File: src/rtl/qc_enc_pkg.sv
// Shared types and constants for the qc_encoder frame sequencer.
package qc_enc_pkg;

    typedef enum logic [1:0] {
        IDLE  = 2'd0,
        FEED  = 2'd1,
        DRAIN = 2'd2,
        HOLD  = 2'd3
    } state_t;

    localparam int DATA_W      = 27;
    localparam int CW_W        = 162;
    localparam int NUM_BLK_DEF = 18;

    // DRAIN spans ROM_LAT+ENC_LAT-1 cycles; the down-counter ends on zero.
    function automatic int drain_load(input int rom_lat, input int enc_lat);
        return rom_lat + enc_lat - 2;
    endfunction

endpackage

File: src/rtl/qc_lat_pipe.sv
// Resettable, flushable shift register delaying a W-bit word by DEPTH cycles.
module qc_lat_pipe #(
    parameter int W     = 2,
    parameter int DEPTH = 1
) (
    input  logic         clk,
    input  logic         rst,
    input  logic         i_flush,
    input  logic [W-1:0] i_d,
    output logic [W-1:0] o_q
);

    generate
        if (DEPTH < 1) begin : g_depth_chk
            $error("qc_lat_pipe: DEPTH must be at least 1");
        end

        for (genvar gi = 0; gi < DEPTH; gi++) begin : g_stage
            logic [W-1:0] w_in;
            logic [W-1:0] r_q;

            if (gi == 0) begin : g_head
                assign w_in = i_d;
            end else begin : g_tail
                assign w_in = g_stage[gi-1].r_q;
            end

            always_ff @(posedge clk or negedge rst) begin
                if (!rst) begin
                    r_q <= '0;
                end else if (i_flush) begin
                    r_q <= '0;
                end else begin
                    r_q <= w_in;
                end
            end
        end
    endgenerate

    assign o_q = g_stage[DEPTH-1].r_q;

endmodule

File: src/rtl/qc_enc_ctrl.sv
// Frame sequencer for qc_encoder: ROM fetch, encoder strobes, codeword handshake.
// Define QC_ENC_CTRL_BP_EN to hold cw_valid until cw_ready; otherwise cw_valid is a 1-cycle pulse.
module qc_enc_ctrl
    import qc_enc_pkg::*;
#(
    parameter int NUM_BLK = NUM_BLK_DEF,
    parameter int ADDR_W  = 5,
    parameter int ROM_LAT = 1,
    parameter int ENC_LAT = 1,
    parameter int CNT_W   = 16
) (
    input  logic              clk,
    input  logic              rst,
    input  logic              i_start,
    input  logic              i_abort,
    output logic              o_rom_en,
    output logic [ADDR_W-1:0] o_rom_addr,
    output logic              o_enc_clr,
    output logic              o_enc_valid,
    output logic              o_enc_last,
    output logic              o_cw_valid,
    input  logic              i_cw_ready,
    output logic              o_busy,
    output logic              o_done,
    output logic [CNT_W-1:0]  o_frame_cnt
);

    localparam logic [ADDR_W-1:0] LAST_ADDR = ADDR_W'(NUM_BLK - 1);
    localparam int                DRN_LOAD  = drain_load(ROM_LAT, ENC_LAT);
    localparam int                DRN_W     = $clog2(DRN_LOAD + 2);
    localparam logic [DRN_W-1:0]  DRN_INIT  = DRN_W'(DRN_LOAD);

    state_t            r_state, w_state_next;
    logic              r_rom_en, w_rom_en_next;
    logic [ADDR_W-1:0] r_rom_addr, w_rom_addr_next;
    logic              r_enc_clr, w_enc_clr_next;
    logic              r_cw_valid, w_cw_valid_next;
    logic              r_done, w_done_next;
    logic              r_busy;
    logic [CNT_W-1:0]  r_frame_cnt, w_frame_cnt_next;
    logic [DRN_W-1:0]  r_drn_cnt, w_drn_cnt_next;
    logic [1:0]        w_pipe_in, w_pipe_out;

`ifndef QC_ENC_CTRL_BP_EN
    logic w_unused_ready;
    assign w_unused_ready = i_cw_ready;
`endif

    always_ff @(posedge clk or negedge rst) begin
        if (!rst) begin
            r_state     <= IDLE;
            r_rom_en    <= 1'b0;
            r_rom_addr  <= '0;
            r_enc_clr   <= 1'b0;
            r_cw_valid  <= 1'b0;
            r_done      <= 1'b0;
            r_busy      <= 1'b0;
            r_frame_cnt <= '0;
            r_drn_cnt   <= '0;
        end else begin
            r_state     <= w_state_next;
            r_rom_en    <= w_rom_en_next;
            r_rom_addr  <= w_rom_addr_next;
            r_enc_clr   <= w_enc_clr_next;
            r_cw_valid  <= w_cw_valid_next;
            r_done      <= w_done_next;
            r_busy      <= (w_state_next != IDLE);
            r_frame_cnt <= w_frame_cnt_next;
            r_drn_cnt   <= w_drn_cnt_next;
        end
    end

    always_comb begin
        w_state_next     = r_state;
        w_rom_en_next    = 1'b0;
        w_rom_addr_next  = '0;
        w_enc_clr_next   = 1'b0;
        w_cw_valid_next  = 1'b0;
        w_done_next      = 1'b0;
        w_frame_cnt_next = r_frame_cnt;
        w_drn_cnt_next   = r_drn_cnt;
        case (r_state)
            IDLE: begin
                if (i_start) begin
                    w_state_next   = FEED;
                    w_rom_en_next  = 1'b1;
                    w_enc_clr_next = 1'b1;
                end
            end
            FEED: begin
                if (r_rom_addr == LAST_ADDR) begin
                    w_state_next   = DRAIN;
                    w_drn_cnt_next = DRN_INIT;
                end else begin
                    w_rom_en_next   = 1'b1;
                    w_rom_addr_next = r_rom_addr + 1'b1;
                end
            end
            DRAIN: begin
                if (r_drn_cnt == '0) begin
                    w_state_next    = HOLD;
                    w_cw_valid_next = 1'b1;
`ifndef QC_ENC_CTRL_BP_EN
                    // Without backpressure the frame completes as cw_valid is raised.
                    w_done_next      = 1'b1;
                    w_frame_cnt_next = r_frame_cnt + 1'b1;
`endif
                end else begin
                    w_drn_cnt_next = r_drn_cnt - 1'b1;
                end
            end
            HOLD: begin
`ifdef QC_ENC_CTRL_BP_EN
                if (i_cw_ready) begin
                    w_state_next     = IDLE;
                    w_done_next      = 1'b1;
                    w_frame_cnt_next = r_frame_cnt + 1'b1;
                end else begin
                    w_cw_valid_next = 1'b1;
                end
`else
                w_state_next = IDLE;
`endif
            end
            default: w_state_next = IDLE;
        endcase
        // Abort overrides everything, including a start in the same cycle.
        if (i_abort) begin
            w_state_next     = IDLE;
            w_rom_en_next    = 1'b0;
            w_rom_addr_next  = '0;
            w_enc_clr_next   = 1'b0;
            w_cw_valid_next  = 1'b0;
            w_done_next      = 1'b0;
            w_frame_cnt_next = r_frame_cnt;
            w_drn_cnt_next   = '0;
        end
    end

    assign w_pipe_in = {r_rom_en, r_rom_en && (r_rom_addr == LAST_ADDR)};

    qc_lat_pipe #(
        .W     (2),
        .DEPTH (ROM_LAT)
    ) u_lat_pipe (
        .clk     (clk),
        .rst     (rst),
        .i_flush (i_abort),
        .i_d     (w_pipe_in),
        .o_q     (w_pipe_out)
    );

    assign o_rom_en    = r_rom_en;
    assign o_rom_addr  = r_rom_addr;
    assign o_enc_clr   = r_enc_clr;
    assign o_enc_valid = w_pipe_out[1];
    assign o_enc_last  = w_pipe_out[0];
    assign o_cw_valid  = r_cw_valid;
    assign o_busy      = r_busy;
    assign o_done      = r_done;
    assign o_frame_cnt = r_frame_cnt;

endmodule

File: config.mk
export PLATFORM = sky130hd
export DESIGN_NAME = qc_enc_ctrl
export DESIGN_NICKNAME = d
export VERILOG_FILES = /design/src/rtl/qc_enc_pkg.sv /design/src/rtl/qc_lat_pipe.sv /design/src/rtl/qc_enc_ctrl.sv
export SDC_FILE = /design/constraint.sdc
export NUM_CORES = 1
export LEC_CHECK = 0
export ABC_AREA = 1
export ABC_CLOCK_PERIOD_IN_PS = 2350
export CORE_UTILIZATION = 28
export DETAILED_ROUTE_END_ITERATION = 10
export PLACE_DENSITY = 0.56
export SYNTH_ARGS = -nofsm -noshare
export SYNTH_HDL_FRONTEND = slang
export SYNTH_SLANG_ARGS = --single-unit
File: constraint.sdc
create_clock -name clk -period 2.35 [get_ports clk]
set_clock_uncertainty 0.05 [all_clocks]
set_input_delay 0.235 -clock clk [delete_from_list [all_inputs] [get_ports clk]]
set_output_delay 0.235 -clock clk [all_outputs]
set_load 0.1 [all_outputs]
# [Word level (Yosys, flattened, before mapping)]
# Index checks and enable logic that the tools add are counted.
[totals] register_bits=30 in_bits=5 out_inout_bits=28 elab_cells=47
[classes] n_addsub=3 n_eq_ne=5 n_mux=22 bitwise_logic=2 reduce_logical=6
[ops] op="$add 16x1->16 const B" n=1
[ops] op="$mux 5" n=3
[ops] op="$mux 1" n=11
[ops] op="$mux 2" n=5
[ops] op="$pmux 2 s4" n=1
[ops] op="$add 5x1->5 const B" n=1
[ops] op="$eq 5x5->1 const B" n=1
[ops] op="$eq 2x2->1 const B" n=2
[ops] op="$pmux 1 s2" n=2
[ops] op="$ne 3x3->1 const B" n=1
[ops] op="$reduce_and 3->1" n=1
[ops] op="$reduce_bool 3->1" n=1
[ops] op="$eq 2x1->1 const B" n=1
[ops] op="$logic_not 2->1" n=1
[ops] op="$not 1->1" n=2
[ops] op="$reduce_and 2->1" n=1
[ops] op="$reduce_bool 2->1" n=1
[ops] op="$logic_and 1x1->1" n=1
[ops] op="$sub 1x1->1 const B" n=1

# [Depth between registers and ports, before layout]
[depth] ltp_word=5 mapped_depth=9 depth_no_buf=8

# [By module]
# From an unflattened synthesis, not the netlist that was laid out.
[hier_totals] cells_unflattened=161 area_unflattened_um2=1411.4
[by_module_without_submodules] module="qc_enc_ctrl" instances=1 cells_each=155 area_per_inst_um2=1346.3 seq_area_each_um2=675.6
[by_module_without_submodules] module="qc_lat_pipe" instances=1 cells_each=6 area_per_inst_um2=65.1 seq_area_each_um2=50.0

# [Worst setup path after synthesis]
# Ideal clock, no wire load.
[synth_path] kind="reg-to-reg" start="reg r_frame_cnt[0], in the netlist o_frame_cnt[0]" end="reg r_frame_cnt[8], in the netlist o_frame_cnt[8]" setup_ps=162 arrival_ps=1802 t_required_ps=2138 path_slack_ps=336 path_stages_with_launch=7 n_path_buf=0 synth_period_minus_slack_ps=2014 cell_sequence="dfrtp_1 > ha_1 > nand3_1 > nor2_4 > nand2_2 > nor2_2 > xor2_1"
[synth_via] elab_chain_len=1
[synth_lines] item="start, declared" line_no="qc_enc_ctrl.sv:40" text="logic [CNT_W-1:0] r_frame_cnt, w_frame_cnt_next;"
[synth_lines] item="start signal, assigned" line_no="qc_enc_ctrl.sv:68" text="r_frame_cnt <= w_frame_cnt_next;"
[synth_lines] item="$add 16x1->16" line_no="qc_enc_ctrl.sv:106" text="w_frame_cnt_next = r_frame_cnt + 1'b1;"
# No other way between the ends.
# A chain may end at the register's enable or synchronous reset.

# [Final worst setup path]
[layout_path] start="in i_abort" end="reg r_frame_cnt[15], in the netlist o_frame_cnt[15]"
[layout_via] elab_chain_len=2
[layout_lines] item="start, declared" line_no="qc_enc_ctrl.sv:15" text="input logic i_abort,"
[layout_lines] item="$not 1->1 (no source line)"
[layout_lines] item="$reduce_and 3->1 (no source line)"
# No other way between the ends.

==> summary.md <==
| Metric | Value |
|---|---|
| Synth Instances | 136 |
| Crit path launch type | input pin |
| Clock Pin Slew Worst Setup and Hold Paths | 0.07 ns |
| Clock H-tree levels | 2 |
| HPWL after DPL | 1.82 mm |
| Starting density of the core | 29.9% |
| Final min period | 1.49 ns |
| Relative slew slack | 75.9% |
| Sequential fraction of the synthesis area | 54.3% |
| Reg-to-reg slack, setup | 0.95 ns |
| Clock sinks | 29 |
| Initial antenna violation count | 0 |
| Status | complete, no violations |
| Port Buffers | 31 |
| P_leak | 0.000970 uW |
| RSZ-0062 raised after global routing | no |
| Clock Path Buffers | 2 |
| RR Startpoint | o_frame_cnt[0] |
| First-pass GRT wire length | 4.35 mm |
| Ant. Diodes | 0 |
| Worst hold path class | in -> async |
| Clk_lat worst skew | 0.28 ns |
| Hold-fix buffers, CTS | 0 |
| Pins over their slew limit | 0 |
| Reg-to-Reg End | o_frame_cnt[14] |
| Slowest stage cell, crit path | clkdlybuf4s50_1 |
| Io pins | 33 |
| TritonCTS clock tree | built |
| Top cell by count, worst path | nand2_1 |
| DRT antenna net count | 0 |
| Worst-path cell chain | clkdlybuf4s50_1, nor2_4, nand2_4, nor2_4, nand2_4, nor2_8, nand2_1, nand2_1, nand2_1 |
| CTS buffer count | 5 |
| # resized after CTS | 0 |
| Tcrit/Tclk final | 63.6% |
| WP buf/inv | 1 |
| Remaining DRCs | 0 |
| Worst Tran Pin Value | 0.361 ns |
| Max-cap viol count | 0 |
| Req. time, crit path | 2.47 ns |
| Largest net degree at the start of global routing | 30 |
| Initial drt markers | 112 |
| Die Span Y | 71.1 um |
| CORE AREA | 4470 um^2 |
| YS warnings | 0 |
| Post-layout util | 38.7% |
| Syn nets | 144 |
| Layout cells sized above 1 | 27.0% |
| Post-CTS Setup Bufs | 0 |
| Cell variety after synth | 21 |
| Endpoint class of the critical path | register |
| Fin nets | 181 |
| DR vias | 984 |
| R2R cell count | 7 |
| Fin. Hold Viols | 0 |
| Power per Cell Area | 619 nW/um^2 |
| Die ar. | 5060 um^2 |
| Yosys reg bits | 29 |
| Vias/cell | 4.35 |
| CP max FO | 8 |
| VDD IR max | 225 uV |
| Vias in the first global route | 994 |
| Fmax achieved | 0.670 GHz |
| WP data arrival | 1.61 ns |
| Final Setup Violations | 0 |
| GR Util All Layers | 11.3% |
| CTS root buf | clkbuf_8 |
| Die W | 71.1 um |
| Pre-Repair DR Iteration Count | 6 |
| Crit-path max cell delay | 0.56 ns |
| Syn_area_per_cell | 9.83 um^2 |
| Row cnt | 24 |
| Critical path type | in -> reg |
| Final weighted congestion in routability-driven placement | 0.741 |
| Sum Neg Setup Slack | 0 ns |
| Crit path max-delay family | simple AND/OR/NAND/NOR gates |
| Cell Area, Synth | 1340 um^2 |
| Post-Route WL | 2.45 mm |
| Syn-to-layout area delta | 29.6% |
| Gr ovfl total | 0 |
| WL/cell | 10.8 um |
[routing by layer]
layer / up-vias / part of all wire, % / track usage [%]
li1: 494 / - / -
met1: 467 / 43 / 12.7
met2: 18 / 50 / 19.0
met3: 5 / 3.8 / 2.85
met4: 0 / 2.7 / 7.33
met5: - / 0 / 0
[synth_stat cells]
cell type / count / area share, %
xor2_2: 1 / 1.2
o21ai_0: 1 / 0.37
a21oi_1: 1 / 0.37
xor2_1: 7 / 4.6
xnor2_1: 7 / 4.6
ha_1: 3 / 2.8
nor2_1: 16 / 4.5
buf_4: 1 / 0.56
dfrtp_1: 29 / 54
nand3_1: 10 / 3.7
nor2_2: 2 / 0.94
nor3_1: 4 / 1.5
nand2_2: 1 / 0.47
inv_1: 16 / 4.5
nand3b_1: 1 / 0.56
nor2_8: 1 / 1.5
nor2_4: 3 / 2.5
nand2_4: 2 / 1.7
nand2_1: 27 / 7.6
buf_6: 1 / 0.84
nand4_1: 2 / 0.94
[stage by stage]
| step | area, um^2 | instances | power [uW] | hold WS, ns | setup slack (ns) |
|---|---|---|---|---|---|
| global placement | 1630 | 218 | 636 | 0.421 | 0.586 |
| finish | 1730 | 226 | 1070 | 0.282 | 0.856 |
| global route | 1730 | 226 | 1120 | 0.310 | 0.741 |
| floorplan | 1340 | 136 | 604 | -0.111 | 0.336 |
| detailed placement | 1630 | 218 | 637 | 0.439 | 0.554 |
| CTS | 1730 | 226 | 1090 | 0.286 | 0.847 |
[cell families (layout without fill, tap and decap cells)]
family	count (synthesis)	after routing	synth area share [%]
simple gates	69	69	25.9
flops	29	29	54.3
buf+inv	18	56	5.89
xor+xnor	15	15	10.4
fa+ha+maj	3	3	2.81
compound gates	2	2	0.748
[how the worst max path moves through the flow]
stage	startpoint	to	slack [ns]	cells past startpoint
4_1_cts	i_abort	o_frame_cnt[15]	0.85	9
6_report	i_abort	o_frame_cnt[15]	0.86	9
3_3_place_gp	i_abort	o_frame_cnt[15]	0.59	9
2_1_floorplan	o_frame_cnt[0]	o_frame_cnt[8]	0.34	6
5_1_grt	i_abort	o_frame_cnt[15]	0.74	9
3_5_place_dp	i_abort	o_frame_cnt[15]	0.55	9
[flip-flops by register name, indices dropped and copies added (netlist names)]
signal / flops
r_state: 2
o_frame_cnt: 16
o_rom_en: 1
o_enc_clr: 1
u_lat_pipe.o_q: 2
o_rom_addr: 5
o_done: 1
o_busy: 1
[cell usage in the layout (no fill, tap or decap)]
| master | n |
|---|---|
| buf_4 | 29 |
| o21ai_0 | 1 |
| nor2_8 | 1 |
| nor2_1 | 16 |
| nand2_1 | 27 |
| nand2_4 | 2 |
| nor2_4 | 3 |
| ha_1 | 3 |
| inv_1 | 16 |
| clkdlybuf4s50_1 | 3 |
| xnor2_1 | 7 |
| nor2_2 | 2 |
| dfrtp_1 | 29 |
| a21oi_1 | 1 |
| nand3b_1 | 1 |
| clkbuf_8 | 7 |
| xor2_1 | 7 |
| nand3_1 | 10 |
| xor2_2 | 1 |
| nand4_1 | 2 |
| nor3_1 | 4 |
| nand2_2 | 1 |
| clkinv_2 | 1 |
[final cells by class]
class	count	area, um^2
Clock buffer	7	96.3
Fill cell	455	2740
Inverter	16	60.1
Multi-Input combinational cell	89	533
Timing Repair Buffer	32	248
Clock inverter	1	5.00
Tap cell	52	65.1
Sequential cell	29	726
[where the power goes]
part           total [uW]  switching (uW)  internal [uW]
Combinational         109            86.2           23.1
Clock                 447             183            264
Sequential            517            8.07            509
(Power assumes the default switching activity.)
